`config.mk`:
```
export PLATFORM = sky130hd
export DESIGN_NAME = mmio_pwm_bank
export DESIGN_NICKNAME = d
export VERILOG_FILES = /design/src/rtl/mmio_pwm_bank_pkg.sv /design/src/rtl/mmio_pwm_bank_pwm_channel.sv /design/src/rtl/mmio_pwm_bank.sv
export SDC_FILE = /design/constraint.sdc
export NUM_CORES = 1
export LEC_CHECK = 0
export CORE_ASPECT_RATIO = 0.6
export CORE_MARGIN = 2
export CORE_UTILIZATION = 40
export CTS_BUF_LIST = sky130_fd_sc_hd__clkbuf_2 sky130_fd_sc_hd__clkbuf_4 sky130_fd_sc_hd__clkbuf_8
export CTS_CLUSTER_DIAMETER = 200
export CTS_CLUSTER_SIZE = 10
export DETAILED_ROUTE_END_ITERATION = 8
export GPL_ROUTABILITY_DRIVEN = 0
export PLACE_DENSITY_LB_ADDON = 0.08
export SLEW_MARGIN = 0
export SYNTH_ARGS = -nofsm -noshare
export SYNTH_HDL_FRONTEND = slang
export SYNTH_SLANG_ARGS = --single-unit
```
`constraint.sdc`:
```
create_clock -name clk -period 2.7 [get_ports clk]
set_input_delay 0.27 -clock clk [delete_from_list [all_inputs] [get_ports clk]]
set_output_delay 0.27 -clock clk [all_outputs]
set_load 0.005 [all_outputs]
```
`src/rtl/mmio_pwm_bank_pkg.sv`:
```
// Shared definitions for the memory-mapped PWM bank: register offsets inside
// the 128-byte window, store funct3 codes, and the store byte-lane mask helper
// that the memory store path also uses.
package mmio_pwm_bank_pkg;

  localparam logic [6:0] PWM_CTRL   = 7'h00;
  localparam logic [6:0] PWM_PSC    = 7'h04;
  localparam logic [6:0] PWM_STATUS = 7'h08;
  localparam logic [6:0] PWM_DUTY0  = 7'h40;

  localparam logic [2:0] F3_SB = 3'b000;
  localparam logic [2:0] F3_SH = 3'b001;
  localparam logic [2:0] F3_SW = 3'b010;

  // Bit mask of the lanes a store touches. Misaligned halfword stores and
  // unknown store sizes give an all-zero mask, i.e. the store is dropped.
  function automatic logic [31:0] store_mask(input logic [2:0] f3, input logic [1:0] a);
    logic [3:0]  be;
    logic [31:0] m;
    be = '0;
    case (f3)
      F3_SB:   be = 4'b0001 << a;
      F3_SH:   if (!a[0]) be = a[1] ? 4'b1100 : 4'b0011;
      F3_SW:   be = 4'b1111;
      default: be = '0;
    endcase
    for (int b = 0; b < 4; b++) m[8*b +: 8] = {8{be[b]}};
    return m;
  endfunction

endpackage

```
`src/rtl/mmio_pwm_bank_pwm_channel.sv`:
```
// One PWM channel: shadow duty (software-visible), active duty (used by the
// comparator), and the registered output pin.
//   clk_i/reset_i  clock, synchronous active-high reset
//   gen_i, en_i    global and per-channel enable
//   boundary_i     last tick of the period: active takes the shadow value
//   cnt_i          shared period counter
//   we_i, wdata_i  shadow write
//   shadow_o       shadow value for read-back
//   pwm_o          registered pin, polarity set by ACTIVE_LOW
module pwm_channel #(
  parameter int PWM_BITS   = 8,
  parameter bit ACTIVE_LOW = 1'b1
) (
  input  logic                clk_i,
  input  logic                reset_i,
  input  logic                gen_i,
  input  logic                en_i,
  input  logic                boundary_i,
  input  logic [PWM_BITS-1:0] cnt_i,
  input  logic                we_i,
  input  logic [PWM_BITS-1:0] wdata_i,
  output logic [PWM_BITS-1:0] shadow_o,
  output logic                pwm_o
);

  logic [PWM_BITS-1:0] shadow_q, shadow_d, active_q, active_d;
  logic                pwm_q, pwm_d;

  always_comb begin
    shadow_d = we_i ? wdata_i : shadow_q;
    // Active follows the shadow at the period wrap, or at once while the
    // channel is idle. A shadow write on the wrap cycle is not seen until
    // the next wrap because active reads the registered shadow.
    active_d = (boundary_i || !gen_i || !en_i) ? shadow_q : active_q;
    pwm_d    = (gen_i && en_i && (cnt_i < active_q)) ^ ACTIVE_LOW;
  end

  always_ff @(posedge clk_i) begin
    if (reset_i) begin
      shadow_q <= '0;
      active_q <= '0;
      pwm_q    <= ACTIVE_LOW;
    end else begin
      shadow_q <= shadow_d;
      active_q <= active_d;
      pwm_q    <= pwm_d;
    end
  end

  assign shadow_o = shadow_q;
  assign pwm_o    = pwm_q;

endmodule

```
`src/rtl/mmio_pwm_bank.sv`:
```
// Memory-mapped N-channel PWM bank on the core data bus.
//   clk, reset  single clock, synchronous active-high reset
//   wr_en       store strobe; funct3 gives the store size
//   addr        shared read/write byte address; wdata store data (lane aligned)
//   rdata, hit  registered read data / in-window flag for last cycle's addr
//   pwm_out     registered PWM pins
module mmio_pwm_bank
  import mmio_pwm_bank_pkg::*;
#(
  parameter int          NUM_CH     = 4,
  parameter int          PWM_BITS   = 8,
  parameter logic [31:0] BASE_ADDR  = 32'h0000_2000,
  parameter bit          ACTIVE_LOW = 1'b1
) (
  input  logic              clk,
  input  logic              reset,
  input  logic              wr_en,
  input  logic [2:0]        funct3,
  input  logic [31:0]       addr,
  input  logic [31:0]       wdata,
  output logic [31:0]       rdata,
  output logic              hit,
  output logic [NUM_CH-1:0] pwm_out
);

  logic                              gen_q, gen_d;
  logic [NUM_CH-1:0]                 ch_en_q, ch_en_d;
  logic [15:0]                       psc_q, psc_d, psc_cnt_q, psc_cnt_d;
  logic [PWM_BITS-1:0]               cnt_q, cnt_d;
  logic [31:0]                       rdata_q, rd_val, ctrl_val, wr_mask, wr_word;
  logic                              hit_q;
  logic                              in_win, wr_hit, tick, boundary;
  logic [6:0]                        woff;
  logic [3:0]                        widx;
  logic [NUM_CH-1:0][PWM_BITS-1:0]   shadow;
  logic                              unused_bits;

  assign in_win = (addr[31:7] == BASE_ADDR[31:7]);
  assign woff   = {addr[6:2], 2'b00};
  assign widx   = addr[5:2];
  assign wr_hit = wr_en && in_win;

  always_comb begin
    ctrl_val                 = '0;
    ctrl_val[0]              = gen_q;
    ctrl_val[16 +: NUM_CH]   = ch_en_q;
  end

  // Read mux; also supplies the old word for the sub-word store merge.
  always_comb begin
    rd_val = '0;
    if (in_win) begin
      if (woff == PWM_CTRL)        rd_val = ctrl_val;
      else if (woff == PWM_PSC)    rd_val = {16'h0, psc_q};
      else if (woff == PWM_STATUS) rd_val = 32'(cnt_q);
      else if (addr[6]) begin
        for (int i = 0; i < NUM_CH; i++)
          if (widx == 4'(i)) rd_val = 32'(shadow[i]);
      end
    end
  end

  assign wr_mask = store_mask(funct3, addr[1:0]);
  assign wr_word = (rd_val & ~wr_mask) | (wdata & wr_mask);
  // Bits of the merged word above each field width are discarded.
  assign unused_bits = ^wr_word;

  assign tick     = gen_q && (psc_cnt_q == psc_q);
  assign boundary = tick && (cnt_q == '1);

  always_comb begin
    gen_d   = gen_q;
    ch_en_d = ch_en_q;
    psc_d   = psc_q;
    if (wr_hit && woff == PWM_CTRL) begin
      gen_d   = wr_word[0];
      ch_en_d = wr_word[16 +: NUM_CH];
    end
    if (wr_hit && woff == PWM_PSC) psc_d = wr_word[15:0];
    // Lowering PSC below psc_cnt lets psc_cnt run on through 0xFFFF.
    if (!gen_q)    psc_cnt_d = '0;
    else if (tick) psc_cnt_d = '0;
    else           psc_cnt_d = psc_cnt_q + 16'd1;
    if (!gen_q)    cnt_d = '0;
    else if (tick) cnt_d = cnt_q + PWM_BITS'(1);
    else           cnt_d = cnt_q;
  end

  always_ff @(posedge clk) begin
    if (reset) begin
      gen_q     <= 1'b0;
      ch_en_q   <= '0;
      psc_q     <= '0;
      psc_cnt_q <= '0;
      cnt_q     <= '0;
      rdata_q   <= '0;
      hit_q     <= 1'b0;
    end else begin
      gen_q     <= gen_d;
      ch_en_q   <= ch_en_d;
      psc_q     <= psc_d;
      psc_cnt_q <= psc_cnt_d;
      cnt_q     <= cnt_d;
      rdata_q   <= rd_val;
      hit_q     <= in_win;
    end
  end

  assign rdata = rdata_q;
  assign hit   = hit_q;

  for (genvar i = 0; i < NUM_CH; i++) begin : g_ch
    pwm_channel #(.PWM_BITS(PWM_BITS), .ACTIVE_LOW(ACTIVE_LOW)) u_ch (
      .clk_i      (clk),
      .reset_i    (reset),
      .gen_i      (gen_q),
      .en_i       (ch_en_q[i]),
      .boundary_i (boundary),
      .cnt_i      (cnt_q),
      .we_i       (wr_hit && addr[6] && widx == 4'(i)),
      .wdata_i    (wr_word[PWM_BITS-1:0]),
      .shadow_o   (shadow[i]),
      .pwm_o      (pwm_out[i])
    );
  end

endmodule
```
-- Word-level counts from Yosys, hierarchy flattened
Cells that the tools add are included.
- register bits: 146
- input bits: 70
- output and inout port bits: 37
- word-level logic and storage cells: 90
- add/subtract/negate cells: 2
- order comparisons: 4
- eq/ne operators: 10
- shift operators: 1
- multiplexer cells: 12
- bitwise logic cells: 9
- reduce and logical (&&, ||, !) cells: 33
- operators by type and width (kind ; count):
    $mux 32 ; 8
    $and 20x20->20 ; 2
    $lt 8x8->1 ; 4
    $eq 25x7->1 const B ; 1
    $not 20->20 ; 1
    $or 20x20->20 ; 1
    $logic_and 1x1->1 ; 18
    $add 16x1->16 const B ; 1
    $eq 16x16->1 ; 1
    $pmux 3 s3 ; 1
    $add 8x1->8 const B ; 1
    $eq 4x2->1 const B ; 2
    $eq 8x8->1 const B ; 1
    $mux 8 ; 1
    $logic_not 7->1 ; 1
    $mux 3 ; 2
    $eq 5x1->1 const B ; 1
    $eq 5x2->1 const B ; 1
    $logic_not 1->1 ; 5
    $logic_or 1x1->1 ; 5
    $not 1->1 ; 5
    $eq 4x1->1 const B ; 1
    $logic_not 4->1 ; 1
    $eq 3x1->1 const B ; 1
    other kinds (5) ; 5

-- Longest topological paths before layout
Gate-level depths: netlist of the first run.
- depth after elaboration: 12
- gate-level depth with buffers: 9

-- Hierarchy
A second synthesis of the first run with hierarchy kept.
- cells, all modules: 715
- area total of the unflattened synthesis: 6547.5 um2
- by module, submodules not included (module ; times used ; cells each ; area an instance (um2)):
    mmio_pwm_bank ; 1 ; 403 ; 3434.5
    pwm_channel ; 4 ; 78 ; 778.2

-- Worst setup path before layout of the first run
OpenSTA, ideal clock, no wires.
- path kind: input to register
- from: input port addr[3]
- to: register psc_q[14]
- setup time: 128 ps
- arrival time: 2136 ps
- required time: 2572 ps
- path slack: 437 ps
- stages: 8
- buffers on the path: 2
- cell sequence: buf_6 > or3_1 > buf_2 > or3b_4 > nor4_4 > nand2_2 > mux2i_1 > nor2_1
- word-level cells in the longest chain between the ends: 10
- elaborated cells between the ends (all ways): 15
- classes of those cells: 4 x eq/ne; 7 x mux; 2 x bitwise; 2 x reduce/logical
- RTL lines (what ; RTL line ; text):
    start, declared ; mmio_pwm_bank.sv:19 ; input logic [31:0] addr,
    $eq 4x2->1 ; mmio_pwm_bank.sv:58 ; if (widx == 4'(i)) rd_val = 32'(shadow[i]);
    $mux 32 (2 in a row) ; mmio_pwm_bank.sv:58 ;
    $mux 32 ; mmio_pwm_bank.sv:56 ; else if (addr[6]) begin
    $mux 32 ; mmio_pwm_bank.sv:55 ; else if (woff == PWM_STATUS) rd_val = 32'(cnt_q);
    $mux 32 ; mmio_pwm_bank.sv:54 ; else if (woff == PWM_PSC) rd_val = {16'h0, psc_q};
    $mux 32 ; mmio_pwm_bank.sv:53 ; if (woff == PWM_CTRL) rd_val = ctrl_val;
    $mux 32 ; mmio_pwm_bank.sv:52 ; if (in_win) begin
    $and 20x20->20 ; mmio_pwm_bank.sv:64 ; assign wr_word = (rd_val & ~wr_mask) | (wdata & wr_mask);
    $or 20x20->20 ; mmio_pwm_bank.sv:64 ;
    end signal, assigned ; mmio_pwm_bank.sv:101 ; psc_q <= psc_d;
    end, declared ; mmio_pwm_bank.sv:28 ; logic [15:0] psc_q, psc_d, psc_cnt_q, psc_cnt_d;
Several ways; a longest one is shown, not always the timed one.
A chain may end at the register's enable or synchronous reset.

-- Worst setup path after layout of the first run
- from: register cnt_q[5]
- to: register g_ch[3].u_ch.active_q[2]
- word-level cells in the longest chain between the ends: 4
- RTL lines (what ; RTL line ; text):
    start, declared ; mmio_pwm_bank.sv:29 ; logic [PWM_BITS-1:0] cnt_q, cnt_d;
    start signal, assigned ; mmio_pwm_bank.sv:103 ; cnt_q <= cnt_d;
    $eq 8x8->1 ; mmio_pwm_bank.sv:69 ; assign boundary = tick && (cnt_q == '1);
    $logic_and 1x1->1 ; mmio_pwm_bank.sv:69 ;
    $logic_or 1x1->1 (2 in a row) ; mmio_pwm_bank_pwm_channel.sv:34 ; active_d = (boundary_i || !gen_i || !en_i) ? shadow_q : active_q;
    end signal, assigned ; mmio_pwm_bank_pwm_channel.sv:45 ; active_q <= active_d;
    end, declared ; mmio_pwm_bank_pwm_channel.sv:26 ; logic [PWM_BITS-1:0] shadow_q, shadow_d, active_q, active_d;
Every way passes these cells.

==> results of run 1 <==
kinds of logic after synthesis:
logic type / count (synthesis) / share of synthesized area [%]
flip-flops: 134 / 41.4
AND/OR/NAND/NOR: 243 / 18.6
buffers and inverters: 83 / 6.10
other: 1 / 0.0578
XOR/XNOR: 34 / 4.59
AO/OA/AOI/OAI: 80 / 10.3
adder cells (fa/ha/maj): 30 / 5.79
multiplexers: 85 / 13.2
worst reg2reg max path, delay by kind of cell (launching register included):
| family | cells | cell delay, ns |
|---|---|---|
| buffers and inverters | 2 | 0.44 |
| and+or+nand+nor | 4 | 0.87 |
| AOI/OAI and AO/OA | 1 | 0.07 |
| muxes | 1 | 0.18 |
| DFF | 1 | 0.60 |
registers in the layout (all words and copies together) (netlist names):
register,flops
g_ch.u_ch.active_q,32
hit,1
rdata,20
psc_q,16
psc_cnt_q,16
gen_q,1
g_ch.u_ch.shadow_o,32
g_ch.u_ch.pwm_o,4
ch_en_q,4
cnt_q,8
layer usage:
metal	part of all wire (%)	GRT usage, %
met4	0.41	4.51
met1	51	32.0
met2	41	32.4
met5	0	0
met3	7.0	4.68
worst min path at each step:
stage | end | cells after the start
after CTS | g_ch[1].u_ch.shadow_o[4] | 2
final | g_ch[0].u_ch.active_q[4] | 2
after global routing | g_ch[0].u_ch.active_q[4] | 2
after global placement | psc_cnt_q[0] | 1
after floorplan | ch_en_q[0] | 2
after detailed placement | g_ch[1].u_ch.active_q[1] | 2
where the power goes:
part | switching, mW | internal [mW] | leakage [nW] | total, mW
combinational | 0.0983 | 0.115 | 1.68 | 0.214
clock | 0.819 | 1.08 | 0.215 | 1.90
sequential | 0.000000000524 | 1.97 | 1.08 | 1.97
total | 0.917 | 3.17 | 2.98 | 4.09
metrics by stage:
stage / setup slack [ns] / hold slack [ns]
after detailed placement: -0.0424 / 0.485
after global routing: 0.241 / 0.192
after floorplan: 0.437 / 0.414
after global placement: -0.0584 / 0.467
after CTS: 0.429 / 0.167
final: 0.400 / 0.186
cell usage in the layout, fill, tap and decap left out, types with 5 or more instances in the layout:
| master | Yosys | layout |
|---|---|---|
| a211oi_2 | 7 | 7 |
| and3_1 | 12 | 12 |
| o22ai_1 | 5 | 5 |
| buf_4 | 16 | 42 |
| o41ai_2 | 5 | 5 |
| conb_1 | 1 | 12 |
| nand4_1 | 10 | 10 |
| nor3_1 | 8 | 7 |
| dfxtp_1 | 134 | 134 |
| a21oi_1 | 10 | 10 |
| nand3_1 | 14 | 14 |
| xnor2_1 | 25 | 25 |
| nor2_1 | 123 | 123 |
| inv_1 | 34 | 34 |
| ha_1 | 30 | 30 |
| nor4_1 | 10 | 8 |
| a211oi_1 | 12 | 12 |
| nor4b_1 | 6 | 6 |
| clkdlybuf4s50_1 | 0 | 81 |
| clkbuf_8 | 0 | 19 |
| a21o_1 | 16 | 16 |
| nand2_1 | 19 | 19 |
| mux2i_1 | 81 | 81 |
| or3_1 | 5 | 5 |
| a221oi_1 | 7 | 7 |
| nand2b_1 | 9 | 9 |
| xor2_1 | 9 | 9 |
| and2_1 | 10 | 10 |
area by class of cell:
class / count / area [um2] / area share, %
multi-input combinational: 484 / 3460 / 42.4
sequential: 134 / 2680 / 32.8
timing repair buffer: 127 / 1190 / 14.6
clock buffer: 21 / 277 / 3.38
tap: 203 / 254 / 3.11
clock inverter: 11 / 173 / 2.11
inverter: 35 / 131 / 1.61
==> run summary, run 1 <==
post-synth top area share = 41.4%
sequential area share after synthesis = 41.4%
Post-synth top cells = dfxtp_1, nor2_1, mux2i_1
Fin Clk Skew = 0.0122 ns
Total Power = 4.09 mW
post-route minimum period = 2.30 ns
type of origin of the critical path = register
Post-synth EDFFs = 0
Worst Path Required = 3.01 ns
Syn Inst Count = 690
clk buf depth = 2
Placed Instances = 983
Finished Layout Cells = 1015
DR iter-0 viols = 268
synth unique cells = 54
maximum vdd drop = 0.276 mV
Num Clock Sinks = 134
final setup violating endpoints = 0
nets = 899
CTS tree = done
PD cells = 500 nW/um2
Synth-to-Final Area Change = 26.1%
reg-to-reg slack, setup = 0.40 ns
status = finished, final reports clean
max incr delay on CP = 0.60 ns
Max Cap Violations = 0
average size of a mapped cell = 9.40 um2
Root Buffer = clkbuf_8
Post-CTS Setup Inserts = 0
top post-synthesis cells by area = dfxtp_1, mux2i_1, nor2_1
Pleak = 2.98 nW
via count = 5284
CP max stage cell = dfxtp_1
reg2reg start = cnt_q[5]
GRT Total Usage = 21.6%
Worst-path clk slew = 0.08 ns
die height = 103 um
Fmax = 435 MHz
min-delay worst type = primary input to register
Starting Density = 41.6%
Fin Setup TNS = 0 ns
CTS Hold Bufs = 0
WL final = 17.8 mm
Filler cells = 1456
Chip Width = 168 um
hpwl dp = 13.5 mm
buffers and inverters on the worst path = 2
final core utilization = 52.4%
num ports = 107
placed instance area = 7720 um2
Worst slew margin = 56.2%
Crit. End Element = register
Critical Path AT = 2.61 ns
cts repair resizes = 0
CP endpoint = g_ch[3].u_ch.active_q[2]
most frequent cell after synthesis = dfxtp_1
crit share post-route = 85.2%
area of the die = 17300 um2
router iterations before antenna repair = 5
FP Rows = 35
largest net degree at the start of global routing = 47
most frequent CP cell = buf_4
layout cells sized above 1 = 13.2%
Hold Vio Cnt, Final = 0
Post-synth top flop = dfxtp_1
gr ovfl total = 0
Clock Latency Late Sink = 0.44 ns
final instance area = 8170 um2
initial antenna violation count = 0
DRC viols = 0
CP Launch Point = cnt_q[5]
Ant. Diodes = 0
Reg-to-Reg End = g_ch[3].u_ch.active_q[2]
Synth async-reset ratio = 0%
vias in the first global route = 5268
cell depth of the worst setup path = 8
depth of the CTS H-tree = 4
Netlist Area Pre-Place = 6480 um2
RSZ-0062 raised after global routing = no
Warnings, synthesis = 0
Via density = 5.21
crit-path cells = and4_1 > nand2_1 > nor4_1 > buf_4 > a211oi_2 > buf_4 > mux2i_1 > nor2_1
flops & latches, synth = 134
DR WL/cell = 17.5 um
Max FO, Critical Path = 8
total CTS buffers = 17
ANT nets after route = 0
CORE AREA = 15600 um2
critical setup path kind = register to register
first-pass GRT wire length = 28.5 mm
delay-heaviest family, CP = simple AND/OR/NAND/NOR gates
Slew Viols, Final = 0
hold path start = reset
largest area contributor in the netlist = dfxtp_1
worst slew pin tran = 0.639 ns
PortBufs = 82
cells on worst reg2reg path = 8
No activity file was read; power rests on OpenSTA's default activity.
==> inputs of run 2 (changes only) <==
- CORE_UTILIZATION: 40 -> 30
==> run summary, run 2 (synthesized netlist as in run 1, its figures left out) <==
Fin Clk Skew = 0.0133 ns
CTS tree = done
Power Internal = 3.16 mW
Max FO, Critical Path = 10
CORE AREA = 21100 um2
placed instance area = 7900 um2
hold endpoint = cnt_q[4]
Filler cells = 2098
min-delay worst type = primary input to register
Starting Density = 30.8%
Chip Width = 194 um
Fmax = 436 MHz
register area = 2680 um2
Num Clock Sinks = 134
RSZ-0062 raised after global routing = no
Ant. Diodes = 0
Pleak = 3.02 nW
Worst-path clk slew = 0.08 ns
clock network fraction of total power = 46.0%
hold path start = reset
max layer used = met4
Comb power frac = 5.3%
reg2reg start = psc_cnt_q[0]
share of power burned in registers = 48.7%
num ports = 107
Total Power = 4.06 mW
worst slew pin tran = 0.714 ns
vias in the first global route = 5292
Fin Setup TNS = 0 ns
gr ovfl total = 0
WL final = 18.9 mm
Via density = 4.81
DR WL/cell = 17.2 um
PD cells = 487 nW/um2
nets = 907
reg-to-reg slack, setup = 0.41 ns
first-pass GRT wire length = 30.0 mm
total CTS buffers = 17
final setup violating endpoints = 0
area of the multi-input gates = 3460 um2
area of the die = 22800 um2
Reg-to-Reg End = cnt_q[7]
DR iter-0 viols = 194
final core utilization = 39.5%
Switching Share = 22.0%
CP max stage cell = or4_1
Hold Vio Cnt, Final = 0
largest net degree at the start of global routing = 62
max incr delay on CP = 0.58 ns
critical setup path kind = register to register
Crit. End Element = register
via count = 5278
final instance area = 8340 um2
DR WL met2 = 7.22 mm
PortBufs = 82
DRC viols = 0
ANT nets after route = 0
Critical Path AT = 2.66 ns
type of origin of the critical path = register
Switch Pwr = 893 uW
FP Rows = 41
Worst slew margin = 52.4%
Post-CTS Setup Inserts = 0
hold path cells = 4
crit share post-route = 84.9%
cts repair resizes = 0
WL met1 = 10.4 mm
router iterations before antenna repair = 6
clk buf depth = 2
met3 wire len = 1.16 mm
hpwl dp = 14.8 mm
commonest cells after routing, fill and taps aside = dfxtp_1, nor2_1, mux2i_1, clkdlybuf4s50_1, buf_4
cells on worst reg2reg path = 6
die height = 118 um
depth of the CTS H-tree = 4
GRT Total Usage = 17.3%
Clock Latency Late Sink = 0.45 ns
initial antenna violation count = 0
Root Buffer = clkbuf_8
status = finished, final reports clean
most common cell after layout, fill and taps aside = dfxtp_1
post-route minimum period = 2.29 ns
Slew Viols, Final = 0
crit-path cells = xnor2_1 > nand4_1 > nor2_1 > nand2_1 > or4_1 > a21oi_1
Synth-to-Final Area Change = 28.6%
CTS Hold Bufs = 0
Worst Path Required = 3.07 ns
maximum vdd drop = 0.274 mV
layout cells sized above 1 = 13.8%
Max Cap Violations = 0
run 2: final cells by class:
type | instances | share of cell area, %
inverter | 35 | 1.58
sequential | 134 | 32.2
multi-input combinational | 484 | 41.6
tap | 279 | 4.19
timing repair buffer | 135 | 15.3
clock buffer | 21 | 3.39
clock inverter | 9 | 1.80
run 2: worst max path at each step:
stage,start,to,slack (ns),cells past startpoint
after floorplan,addr[3],psc_q[14],0.44,8
after global placement,addr[11],g_ch[0].u_ch.shadow_o[5],-0.11,9
after detailed placement,addr[11],g_ch[0].u_ch.shadow_o[6],-0.13,9
after CTS,addr[11],g_ch[0].u_ch.shadow_o[6],0.36,9
after global routing,addr[14],g_ch[3].u_ch.shadow_o[2],0.19,8
final,psc_cnt_q[0],cnt_q[7],0.41,6
run 2: stage by stage:
| stage | hold slack, ns | worst slack, ns | instances |
|---|---|---|---|
| after global routing | 0.270 | 0.190 | 1097 |
| final | 0.291 | 0.409 | 1097 |
| after global placement | 0.479 | -0.106 | 1067 |
| after CTS | 0.265 | 0.357 | 1097 |
| after floorplan | 0.414 | 0.437 | 701 |
| after detailed placement | 0.483 | -0.133 | 1067 |
run 2: metal layers:
| metal | track usage, % | up-vias |
|---|---|---|
| met5 | 0 | - |
| met4 | 4.44 | 0 |
| met3 | 4.30 | 14 |
| met2 | 23.2 | 112 |
| met1 | 26.7 | 2525 |
| li1 | - | 2627 |
run 2: power by group through the flow:
| stage | logic, mW | clock network [mW] | registers [mW] |
|---|---|---|---|
| 2_1_floorplan | 0.0923 | 0 | 2.02 |
| 3_3_place_gp | 0.212 | 0 | 2.02 |
| 3_5_place_dp | 0.214 | 0 | 2.02 |
| 4_1_cts | 0.216 | 1.92 | 1.97 |
| 5_1_grt | 0.230 | 2.01 | 1.97 |
| 6_report | 0.215 | 1.87 | 1.97 |
run 2: worst max-delay path: cells and delay by family (launching register included):
family	cells	cell delay, ns
AO/OA/AOI/OAI	1	0.15
XOR/XNOR	1	0.18
flip-flops	1	0.44
AND/OR/NAND/NOR	4	1.44
==> inputs of run 3 (changes only) <==
- clock period: 2.7 -> 2 ns (I/O delays scaled with it)
==> run summary, run 3 (synthesized netlist as in run 1, its figures left out) <==
FP Rows = 41
hold path cells = 3
crit share post-route = 101%
maximum vdd drop = 0.447 mV
min-delay worst type = primary input to register
WL final = 21.2 mm
hpwl dp = 16.0 mm
Fin Setup TNS = -0.0187 ns
final setup violating endpoints = 1
Worst-path clk slew = 0.08 ns
Critical Path AT = 2.42 ns
Slew Viols, Final = 0
Worst Path Required = 2.40 ns
worst slew pin tran = 0.542 ns
Fmax = 495 MHz
hold endpoint = psc_q[8]
DR iter-0 viols = 372
share of power burned in registers = 49.2%
Fin Clk Skew = 0.0126 ns
Starting Density = 30.8%
Num Clock Sinks = 134
type of origin of the critical path = primary input
GRT Total Usage = 18.6%
CTS Hold Bufs = 0
Pleak = 3.50 nW
PD cells = 588 nW/um2
critical setup path kind = primary input to register
post-route minimum period = 2.02 ns
Via density = 4.87
Total Power = 5.42 mW
commonest cells after routing, fill and taps aside = nor2_1, dfxtp_1, buf_4
Switching Share = 23.6%
gr ovfl total = 0
Clock Latency Late Sink = 0.47 ns
RSZ-0062 raised after global routing = yes
depth of the CTS H-tree = 4
reg-to-reg slack, setup = 0.03 ns
CORE AREA = 21100 um2
Chip Width = 194 um
Power Internal = 4.14 mW
CTS tree = done
total CTS buffers = 17
router iterations before antenna repair = 5
violated checks = negative setup slack
Root Buffer = clkbuf_8
DRC viols = 0
reg2reg start = psc_cnt_q[0]
Synth-to-Final Area Change = 42.1%
nets = 980
Switch Pwr = 1.28 mW
via count = 5702
first-pass GRT wire length = 31.9 mm
Crit. End Element = register
Max FO, Critical Path = 6
status = finished with violations
worst setup margin = -0.0187 ns
Max Cap Violations = 0
largest net degree at the start of global routing = 76
Comb power frac = 6.5%
Ant. Diodes = 0
Hold Vio Cnt, Final = 0
DR WL/cell = 18.1 um
Filler cells = 2034
ANT nets after route = 0
initial antenna violation count = 0
vias in the first global route = 5532
num ports = 107
hold path start = reset
cells on worst reg2reg path = 7
clk buf depth = 2
layout cells sized above 1 = 25.8%
die height = 118 um
clock network fraction of total power = 44.4%
PortBufs = 82
area of the die = 22800 um2
Reg-to-Reg End = cnt_q[7]
Min Hold Slack = 0.163 ns
Worst slew margin = 63.9%
## run 3: cell types whose count changed in the layout (fill, tap and decap cells not counted), sizes merged
cell	delta
buf	+71
clkdlybuf4s50	-4
clkinvlp	+4
dlymetal6s2s	+4
bufinv	-1
clkbuf	-1
or2	+1
## run 3: critical path, stage by stage
cell and delay (ns):
clkdlybuf4s50_1 0.44, nor4_2 0.34, nand3_2 0.22, or2_4 0.34, buf_4 0.17, o41ai_4 0.33
buf_4 0.19, mux2i_1 0.07, nor2_1 0.11
## run 3: worst max-delay path by stage
stage | startpoint | end | slack, ns | cells after the start
6_report | addr[29] | g_ch[0].u_ch.shadow_o[4] | -0.02 | 9
5_1_grt | addr[29] | g_ch[0].u_ch.shadow_o[4] | -0.1 | 9
4_1_cts | addr[5] | g_ch[3].u_ch.shadow_o[5] | -0.005 | 11
2_1_floorplan | addr[3] | psc_q[4] | -0.1 | 8
3_5_place_dp | addr[11] | g_ch[3].u_ch.shadow_o[5] | -0.67 | 9
3_3_place_gp | addr[11] | g_ch[2].u_ch.shadow_o[5] | -0.59 | 8
## run 3: per-layer routing
metal,up-vias,track usage [%],share of wire [%]
li1,2767,-,-
met5,-,0,0
met4,0,4.91,0.74
met2,146,24.8,40
met1,2777,28.8,54
met3,12,4.96,5.0
## run 3: power groups by stage
stage / logic, mW / registers, mW / clock network, mW
after global routing: 0.372 / 2.66 / 2.62
after CTS: 0.312 / 2.67 / 2.47
after detailed placement: 0.310 / 2.73 / 0
final: 0.350 / 2.66 / 2.40
after global placement: 0.306 / 2.73 / 0
after floorplan: 0.130 / 2.73 / 0
## run 3: layout make-up
type                       count  area (um2)  area share [%]
sequential                   134        2700            29.3
tap                          279         349            3.79
multi-input combinational    485        3720            40.4
clock inverter                12         154            1.67
timing repair buffer         207        1890            20.5
clock buffer                  19         262            2.84
inverter                      35         131            1.43
## run 3: per-stage QoR
| stage | std cells | instance area, um2 | worst slack [ns] | util, % |
|---|---|---|---|---|
| after detailed placement | 1121 | 8370 | -0.665 | 39.7 |
| after floorplan | 701 | 6610 | -0.0997 | - |
| final | 1171 | 9210 | -0.0187 | 43.7 |
| after CTS | 1155 | 8850 | -0.00534 | 42.0 |
| after global placement | 1121 | 8370 | -0.590 | 39.7 |
| after global routing | 1171 | 9210 | -0.0999 | 43.7 |
## run 3: timing repair
action | 4_1_cts | 5_1_grt
resized for setup | 10 | 56
cloned | 0 | 4
hold endpoints to repair | 0 | 0
pin swaps | 7 | 20
setup buffers | 3 | 12
endpoints found under the setup margin | 94 | 85
